===== src/rtl/mips_pkg.sv =====
// Shared MIPS pipeline definitions: opcodes, field widths and the
// writeback FSM state type.
package mips_pkg;

    localparam int REG_AW = 5;
    localparam int DATA_W = 32;

    localparam logic [5:0] OP_LW = 6'b100011;

    typedef enum logic [0:0] {
        ST_IDLE     = 1'b0,
        ST_WAIT_MEM = 1'b1
    } wb_state_t;

    // True when the opcode is a word load that must wait for memory data.
    function automatic logic is_load(input logic [5:0] opcode);
        return (opcode == OP_LW);
    endfunction

endpackage


===== src/rtl/writeback_unit.sv =====
// Writeback stage: accepts completed instructions, waits for load data,
// and drives the register file's single write port with one registered
// write per instruction. Flags abandoned loads and counts retirements.
//
// Handshake: an instruction transfers on a rising edge where
// in_valid && in_ready; in_ready depends only on the FSM state, never on
// in_valid, and in_valid is never required to wait for in_ready.
module writeback_unit
    import mips_pkg::*;
#(
    parameter int MEM_TIMEOUT = 16
) (
    input  logic                clk,
    input  logic                rst_n,
    input  logic                in_valid,
    output logic                in_ready,
    input  logic [5:0]          in_opcode,
    input  logic [REG_AW-1:0]   in_rt,
    input  logic [REG_AW-1:0]   in_rd,
    input  logic                in_regwrite,
    input  logic [DATA_W-1:0]   in_aluresult,
    input  logic                mem_rvalid,
    input  logic [DATA_W-1:0]   mem_rdata,
    output logic                wb_we,
    output logic [REG_AW-1:0]   wb_addr,
    output logic [DATA_W-1:0]   wb_data,
    output logic                err_timeout,
    output logic [31:0]         retired
);

    localparam logic [7:0] TMO_LIMIT = 8'(MEM_TIMEOUT);

    wb_state_t           state_q,   state_d;
    logic [REG_AW-1:0]   rt_q,      rt_d;
    logic [7:0]          tmo_cnt_q, tmo_cnt_d;
    logic                wb_we_q,   wb_we_d;
    logic [REG_AW-1:0]   wb_addr_q, wb_addr_d;
    logic [DATA_W-1:0]   wb_data_q, wb_data_d;
    logic                err_q,     err_d;
    logic [31:0]         retired_q, retired_d;

    logic                accept;
    logic [7:0]          tmo_next;

    // Ready is a pure state decode so upstream sees no combinational path.
    assign in_ready = (state_q == ST_IDLE);
    assign accept   = in_valid && in_ready;
    assign tmo_next = tmo_cnt_q + 8'd1;

    // Next-state, write-port and counter logic; everything defaults to hold,
    // and the write enable defaults low so it can only pulse for one cycle.
    always_comb begin
        state_d   = state_q;
        rt_d      = rt_q;
        tmo_cnt_d = tmo_cnt_q;
        wb_we_d   = 1'b0;
        wb_addr_d = wb_addr_q;
        wb_data_d = wb_data_q;
        err_d     = err_q;
        retired_d = retired_q;

        unique case (state_q)
            ST_IDLE: begin
                // Memory responses arriving here belong to nothing and are dropped.
                if (accept) begin
                    if (is_load(in_opcode)) begin
                        rt_d      = in_rt;
                        tmo_cnt_d = 8'd0;
                        state_d   = ST_WAIT_MEM;
                    end else begin
                        retired_d = retired_q + 32'd1;
                        if (in_regwrite) begin
                            wb_addr_d = in_rd;
                            wb_data_d = in_aluresult;
                            // r0 is hardwired zero; the instruction still retires.
                            wb_we_d   = (in_rd != '0);
                        end
                    end
                end
            end

            ST_WAIT_MEM: begin
                if (mem_rvalid) begin
                    wb_addr_d = rt_q;
                    wb_data_d = mem_rdata;
                    wb_we_d   = (rt_q != '0);
                    retired_d = retired_q + 32'd1;
                    state_d   = ST_IDLE;
                end else begin
                    tmo_cnt_d = tmo_next;
                    // Abandon after MEM_TIMEOUT silent waiting edges: no write, no retire.
                    if (tmo_next == TMO_LIMIT) begin
                        err_d   = 1'b1;
                        state_d = ST_IDLE;
                    end
                end
            end

            default: begin
                state_d = ST_IDLE;
            end
        endcase
    end

    // State and output registers; reset drops any pending write immediately.
    always_ff @(posedge clk or negedge rst_n) begin
        if (!rst_n) begin
            state_q   <= ST_IDLE;
            rt_q      <= '0;
            tmo_cnt_q <= '0;
            wb_we_q   <= 1'b0;
            wb_addr_q <= '0;
            wb_data_q <= '0;
            err_q     <= 1'b0;
            retired_q <= '0;
        end else begin
            state_q   <= state_d;
            rt_q      <= rt_d;
            tmo_cnt_q <= tmo_cnt_d;
            wb_we_q   <= wb_we_d;
            wb_addr_q <= wb_addr_d;
            wb_data_q <= wb_data_d;
            err_q     <= err_d;
            retired_q <= retired_d;
        end
    end

    assign wb_we       = wb_we_q;
    assign wb_addr     = wb_addr_q;
    assign wb_data     = wb_data_q;
    assign err_timeout = err_q;
    assign retired     = retired_q;

endmodule


===== config.mk =====
export PLATFORM = sky130hd
export DESIGN_NAME = writeback_unit
export DESIGN_NICKNAME = d
export VERILOG_FILES = /design/src/rtl/mips_pkg.sv /design/src/rtl/writeback_unit.sv
export SDC_FILE = /design/constraint.sdc
export NUM_CORES = 1
export LEC_CHECK = 0
export ABC_AREA = 1
export BUFFER_PORTS_ARGS = -buffer_cell sky130_fd_sc_hd__buf_2
export CAP_MARGIN = 20
export CORE_ASPECT_RATIO = 0.5
export CORE_MARGIN = 4
export CORE_UTILIZATION = 50
export DETAILED_ROUTE_END_ITERATION = 8
export PLACE_DENSITY = 0.86
export SLEW_MARGIN = 0
export SYNTH_ARGS = -nofsm -noshare
export SYNTH_HDL_FRONTEND = slang
export SYNTH_SLANG_ARGS = --single-unit

===== constraint.sdc =====
create_clock -name clk -period 1.7 [get_ports clk]
set_input_delay 0.34 -clock clk [delete_from_list [all_inputs] [get_ports clk]]
set_output_delay 0.34 -clock clk [all_outputs]
set_load 0.01 [all_outputs]

======== Yosys cells after proc, flatten, opt, wreduce, memory -nomap -nowiden ========
Cells that the tools add are included.
operators by class
  reduce and logical (&&, ||, !) cells .... 8
  equal/unequal tests ..................... 8
  multiplexer cells ....................... 28
  bitwise logic cells ..................... 2
  $add $sub $neg .......................... 2
operators with widths
  kind                                           number
  2-to-1 mux 32 bit                              7
  one-hot mux 32 bit (2 select lines)            2
  adder 32 x 1 -> 32 bit, second input constant  1
  2-to-1 mux 8 bit                               3
  2-to-1 mux 5 bit                               4
  one-hot mux 8 bit (2 select lines)             1
  AND reduction 3 bit                            4
  one-hot mux 5 bit (2 select lines)             1
  nonzero test 5 bit                             2
  adder 8 x 1 -> 8 bit, second input constant    1
  == test 8 x 5 -> 1 bit, second input constant  1
  2-to-1 mux 1 bit                               8
  == test 6 bit, second input constant           1
  != test 2 x 1 -> 1 bit, second input constant  3
  != test 2 bit, second input constant           3
  one-hot mux 1 bit (2 select lines)             2
  AND reduction 4 bit                            1
  inverter 1 bit                                 2
  logical AND 1 bit                              1
storage, ports and cells
  word-level logic and storage cells ...... 56
  register bits after elaboration ......... 85

======== Depth between registers and ports, before layout ========
  depth after elaboration ................. 5
  mapped depth ............................ 11
  gate-level depth less buffers ........... 10

======== Least setup slack after synthesis ========
OpenSTA, ideal clock, no wires.
  path kind ............................... register to register
  from .................................... register retired_q[0], in the netlist retired[0]
  to ...................................... register retired_q[14], in the netlist retired[14]
  path slack .............................. 284 ps
  clock period less this slack ............ 1,416 ps
  data arrival time ....................... 1,290 ps
  library setup time ...................... 126 ps
  stages on the path, launching flop included .. 7
  data required time ...................... 1,574 ps
  cell sequence ........................... dfrtp_1 ha_1 nand3_1 nor2_1 and3_1 nand2_1 xnor2_1
between the ends
  cells in the longest elaborated chain, start to end .. 4
  elaborated cells between the ends (all ways) .. 5
RTL lines
  element                                  RTL line                                    source
  start, declared                          writeback_unit.sv:40                        logic [31:0] retired_q, retired_d;
  start signal, assigned                   writeback_unit.sv:124                       retired_q <= retired_d;
  adder 32 x 1 -> 32 bit (*)               writeback_unit.sv:71, writeback_unit.sv:87
  2-to-1 mux 32 bit                        writeback_unit.sv:66                        if (is_load(in_opcode)) begin
  2-to-1 mux 32 bit                        writeback_unit.sv:65                        if (accept) begin
  one-hot mux 32 bit (2 select lines) (*)  writeback_unit.sv:62                        unique case (state_q)
Every way passes the cells marked *; elsewhere a longest branch is shown, timed or not. The select of a mux whose other input is x is not followed.
A chain may end at the register's enable or synchronous reset.

======== Worst setup path in the final report ========
  from .................................... register state_q
  to ...................................... output in_ready
between the ends
  cells in the longest elaborated chain, start to end .. 1
RTL lines
  element                          RTL line               source
  start, declared                  writeback_unit.sv:33   wb_state_t state_q, state_d;
  start signal, assigned           writeback_unit.sv:117  state_q <= state_d;
  inverter 1 bit (no source line)  n/a
  end, declared                    writeback_unit.sv:16   output logic in_ready,
No other way between the ends.

==> impl_summary.md <==
Status
The flow ran to the end, and the final reports show no timing, DRC or antenna violations.

Placed design
Input and output buffers added on the ports amount to 156. In this run the cell area measured after placement is 0.00541 mm^2. Routability-driven placement finished with a final weighted congestion of 0.943. Once detailed placement completed, the half-perimeter wirelength came to 8900 um. Including well taps, the total number of placed cells is 858.

STA
The number of slew-limit violations in the final report is 0. In the finished design, the share of the clock period the worst path needs comes to 0.951. In the final timing run, aggregate negative setup slack is 0 ns. The maximum clock rate is 0.618 GHz. The relative slew slack is 0.698.

Setup repair after global routing left no endpoint under its margin. Setup violations remaining at the end of the flow were counted as 0. The number of hold violations in the final report came to 0.

Between clock sinks in the finished design, the worst skew comes to 0.00817 ns. After layout, the minimum clock period comes to 1.62 ns. The worst-margin pin slew is 0.453 ns.

Routing
The average detailed-routed wire length per instance is 13.2 um. In this run the remaining antenna-violating nets after routing total 0. The first TritonRoute pass finished after 4 iterations. For this block, the initial DRC count from the detailed router was 303. The routed wire length is 11,600 um. The number of vias per cell is 5.06. After detailed routing, the number of remaining DRC violations is 0. The detailed-route via count is 4,449.

Worst setup path
The maximum net fanout on the critical path is 19. The required time reported for the critical path endpoint is 1.36 ns. The largest stage delay on the critical path is 0.43 ns. The critical path endpoint category is an output pin.

The largest individual stage delay along the critical path comes from the cell dfrtp_1. The type of the setup path with the least slack is flip-flop to output pin. The number of cells on the worst reg-to-reg path is 7.

For the worst setup path, the data arrival time is 1.28 ns. The critical path goes through buf_8 -> inv_4 -> buf_12 -> buf_2. The critical path launch point type is a flip-flop.

Synth
After synthesis, the share of flip-flops with an asynchronous set or reset is 1.00. By area the synthesized netlist is led by dfrtp_1 47%, nand2_1 17%, o21ai_0 6.0%, or2_2 4.4%, nor2_1 4.2%. The main combinational cell family by area after synthesis is simple AND/OR/NAND/NOR gates.

Synthesis produced 594 cells. The area share of and/or/nand/nor cells after synthesis is 0.325. The fraction of the mapped netlist area in compound gates is 0.104.

After synthesis, the netlist uses 29 different library cells. The count of yosys warnings during synthesis is 0. The number of nets produced by synthesis is 681. The portion of netlist area occupied by mux cells is 0. Summed over all instances, the cell type with the most area after synthesis is dfrtp_1. The arithmetic-cell share of the synthesized area counting full adders, half adders and majority gates is 0.00555. The mean instance size in the synthesized netlist is 7.59 um^2.

Of the total synthesized cell area, the portion taken by XOR and XNOR cells is 0.0291. The share of synthesized area in the top cell type comes to 0.472. After synthesis the cells add up to 0.00451 mm^2.

The sequential share of the synthesized area is 0.472. The number of synthesized register bits is 85. The number of enable flip-flop cells after synthesis is 0.

The most used flip-flop cell after synthesis is dfrtp_1.

Floorplan
In this run the core area contains 24 standard-cell rows. The initial standard-cell utilization of the core is 0.516. Measured along the x axis, the die boundary spans 142 um. The I/O pin total is 157. The placeable core area is 0.00874 mm^2. The floorplan step set the die height to 75.2 um. The area of the die is 0.0107 mm^2.

Clock network
Clock-pin slew was measured on the worst setup and hold paths at 0.06 ns. The CTS H-tree depth is 3. The library cell used as clock root buffer is clkbuf_16.

Counting along the longest clock path gives a buffer depth of 2. The number of clock buffers added by TritonCTS is 9. The number of sinks on the clock net is 85. The CTS tree is done. At the later pin of the worst-skew pair, clock insertion delay measures 0.34 ns.

Finish
Counting the fill cells in the layout gives 726. The layout cell share with drive strength beyond 1 is 0.302. The synthesis-to-finish area growth is 28.2%.

The number of non-filler instances in the completed layout is 880. The post-layout instance area is 0.00578 mm^2. After the last flow step, the layout net total stands at 845.

Pwr
Power spread over the standard cell area amounts to 935 mW/mm^2. The sum of internal, switching and leakage power is 5.40 mW. The worst-case IR drop observed on VDD is 0.000601 V. The static power due to leakage is 2.92 nW.

Global routing
In the global route stage, overall resource usage came out at 0.226. For this run the aggregate overflow at the end of global routing stands at 0. Entering global routing, the biggest net connects 57 pins.

The via count of the first global-routing pass is 4,324. The number of antenna violations at the first check in global routing is 0. The wire length of the first global-routing pass is 19,300 um.

Worst hold path
The worst hold path belongs to the class input port to flip-flop. The cell depth of the worst hold path is 3.

Flow run
Across the run, the number of max-cap violations was 0.
[routing by layer]
metal  GRT usage  wire length [um]  up-vias
met5           0                 0        -
met4      0.0801               198        0
met3      0.0571               848       20
met2       0.417              5890      150
met1       0.263              4670     2049
li1            -                 -     2230
[timing repair]
action	4_1_cts	5_1_grt
setup endpoints to repair	1	8
buffers inserted	2	3
gates cloned	0	0
resized for setup	3	8
hold buffers	1	0
hold endpoints to repair	31	0
[cell families after synthesis]
group | Yosys count
adder cells (fa/ha/maj) | 2
AO/OA/AOI/OAI | 93
flip-flops | 85
buffers and inverters | 59
XOR/XNOR | 15
AND/OR/NAND/NOR | 340
[Yosys cell counts, drive strengths merged, types with 4 or more instances]
master / instances
nand4: 9
nand3: 22
nand2: 210
dfrtp: 85
xor2: 4
clkbuf: 5
xnor2: 11
inv: 39
nor2: 54
or2: 33
buf: 14
nand3b: 6
o21ai: 87
[final timing paths]
check / startpoint / to / slack [ns]
max in group asynchronous: rst_n / wb_data[15] / 0.65
min in group asynchronous: rst_n / wb_data[2] / 0.51
hold / removal: in_rt[2] / rt_q[2] / 0.20
setup / recovery: state_q / in_ready / 0.08
setup reg to reg: state_q / retired[28] / 0.15
hold reg to reg: wb_data[21] / wb_data[21] / 0.48
[layout by cell type, fill, tap and decap left out, drive strengths merged]
master	synthesis	final
and2	1	1
dfrtp	85	85
nor3b	1	1
o22ai	2	2
o21bai	1	1
nand4	9	9
nand3b	6	6
clkbuf	5	10
a21oi	3	3
clkinv	1	4
diode	0	1
dlygate4sd3	0	1
xor2	4	4
inv	39	39
nor2	54	54
buf	14	171
nand2	210	210
nand3	22	22
o21ai	87	87
and3	1	1
ha	2	2
or2	33	33
bufinv	0	1
xnor2	11	11
clkinvlp	0	1
nor3	3	3
[state kept, by name, summed over array words and instances, names as in the netlist]
name and flops:
err_timeout 1, retired 32, rt_q 5, state_q 1, tmo_cnt_q 8, wb_addr 5, wb_data 32, wb_we 1
[critical path, delay by kind of cell (launching register included)]
kind | cells | cell delay, ns
DFF | 1 | 0.43
buffers and inverters | 4 | 0.51
[through the flow]
step / hold WS [ns] / setup WS [ns] / util
finish: 0.198 / 0.0825 / 0.662
global placement: 0.324 / 0.189 / 0.619
floorplan: 0.0444 / 0.284 / -
CTS: 0.188 / 0.0265 / 0.656
detailed placement: 0.327 / 0.130 / 0.619
global route: 0.203 / 0.00478 / 0.661
[where the power goes]
group,internal [mW],switching (mW)
sequential,2.29,0.214
combinational,0.441,0.578
clock,1.12,0.761
total,3.85,1.55
[final cells by class]
| type | instances | area (um^2) | area share |
|---|---|---|---|
| inverter | 40 | 153 | 0.0264 |
| tap | 117 | 146 | 0.0253 |
| clock buffer | 10 | 229 | 0.0396 |
| antenna | 1 | 2.50 | 0.000433 |
| clock inverter | 5 | 52.6 | 0.00909 |
| multi-input combinational | 450 | 2110 | 0.365 |
| timing repair buffer | 172 | 963 | 0.167 |
| sequential | 85 | 2130 | 0.368 |
Note: power is estimated with default switching activity, not from simulation.
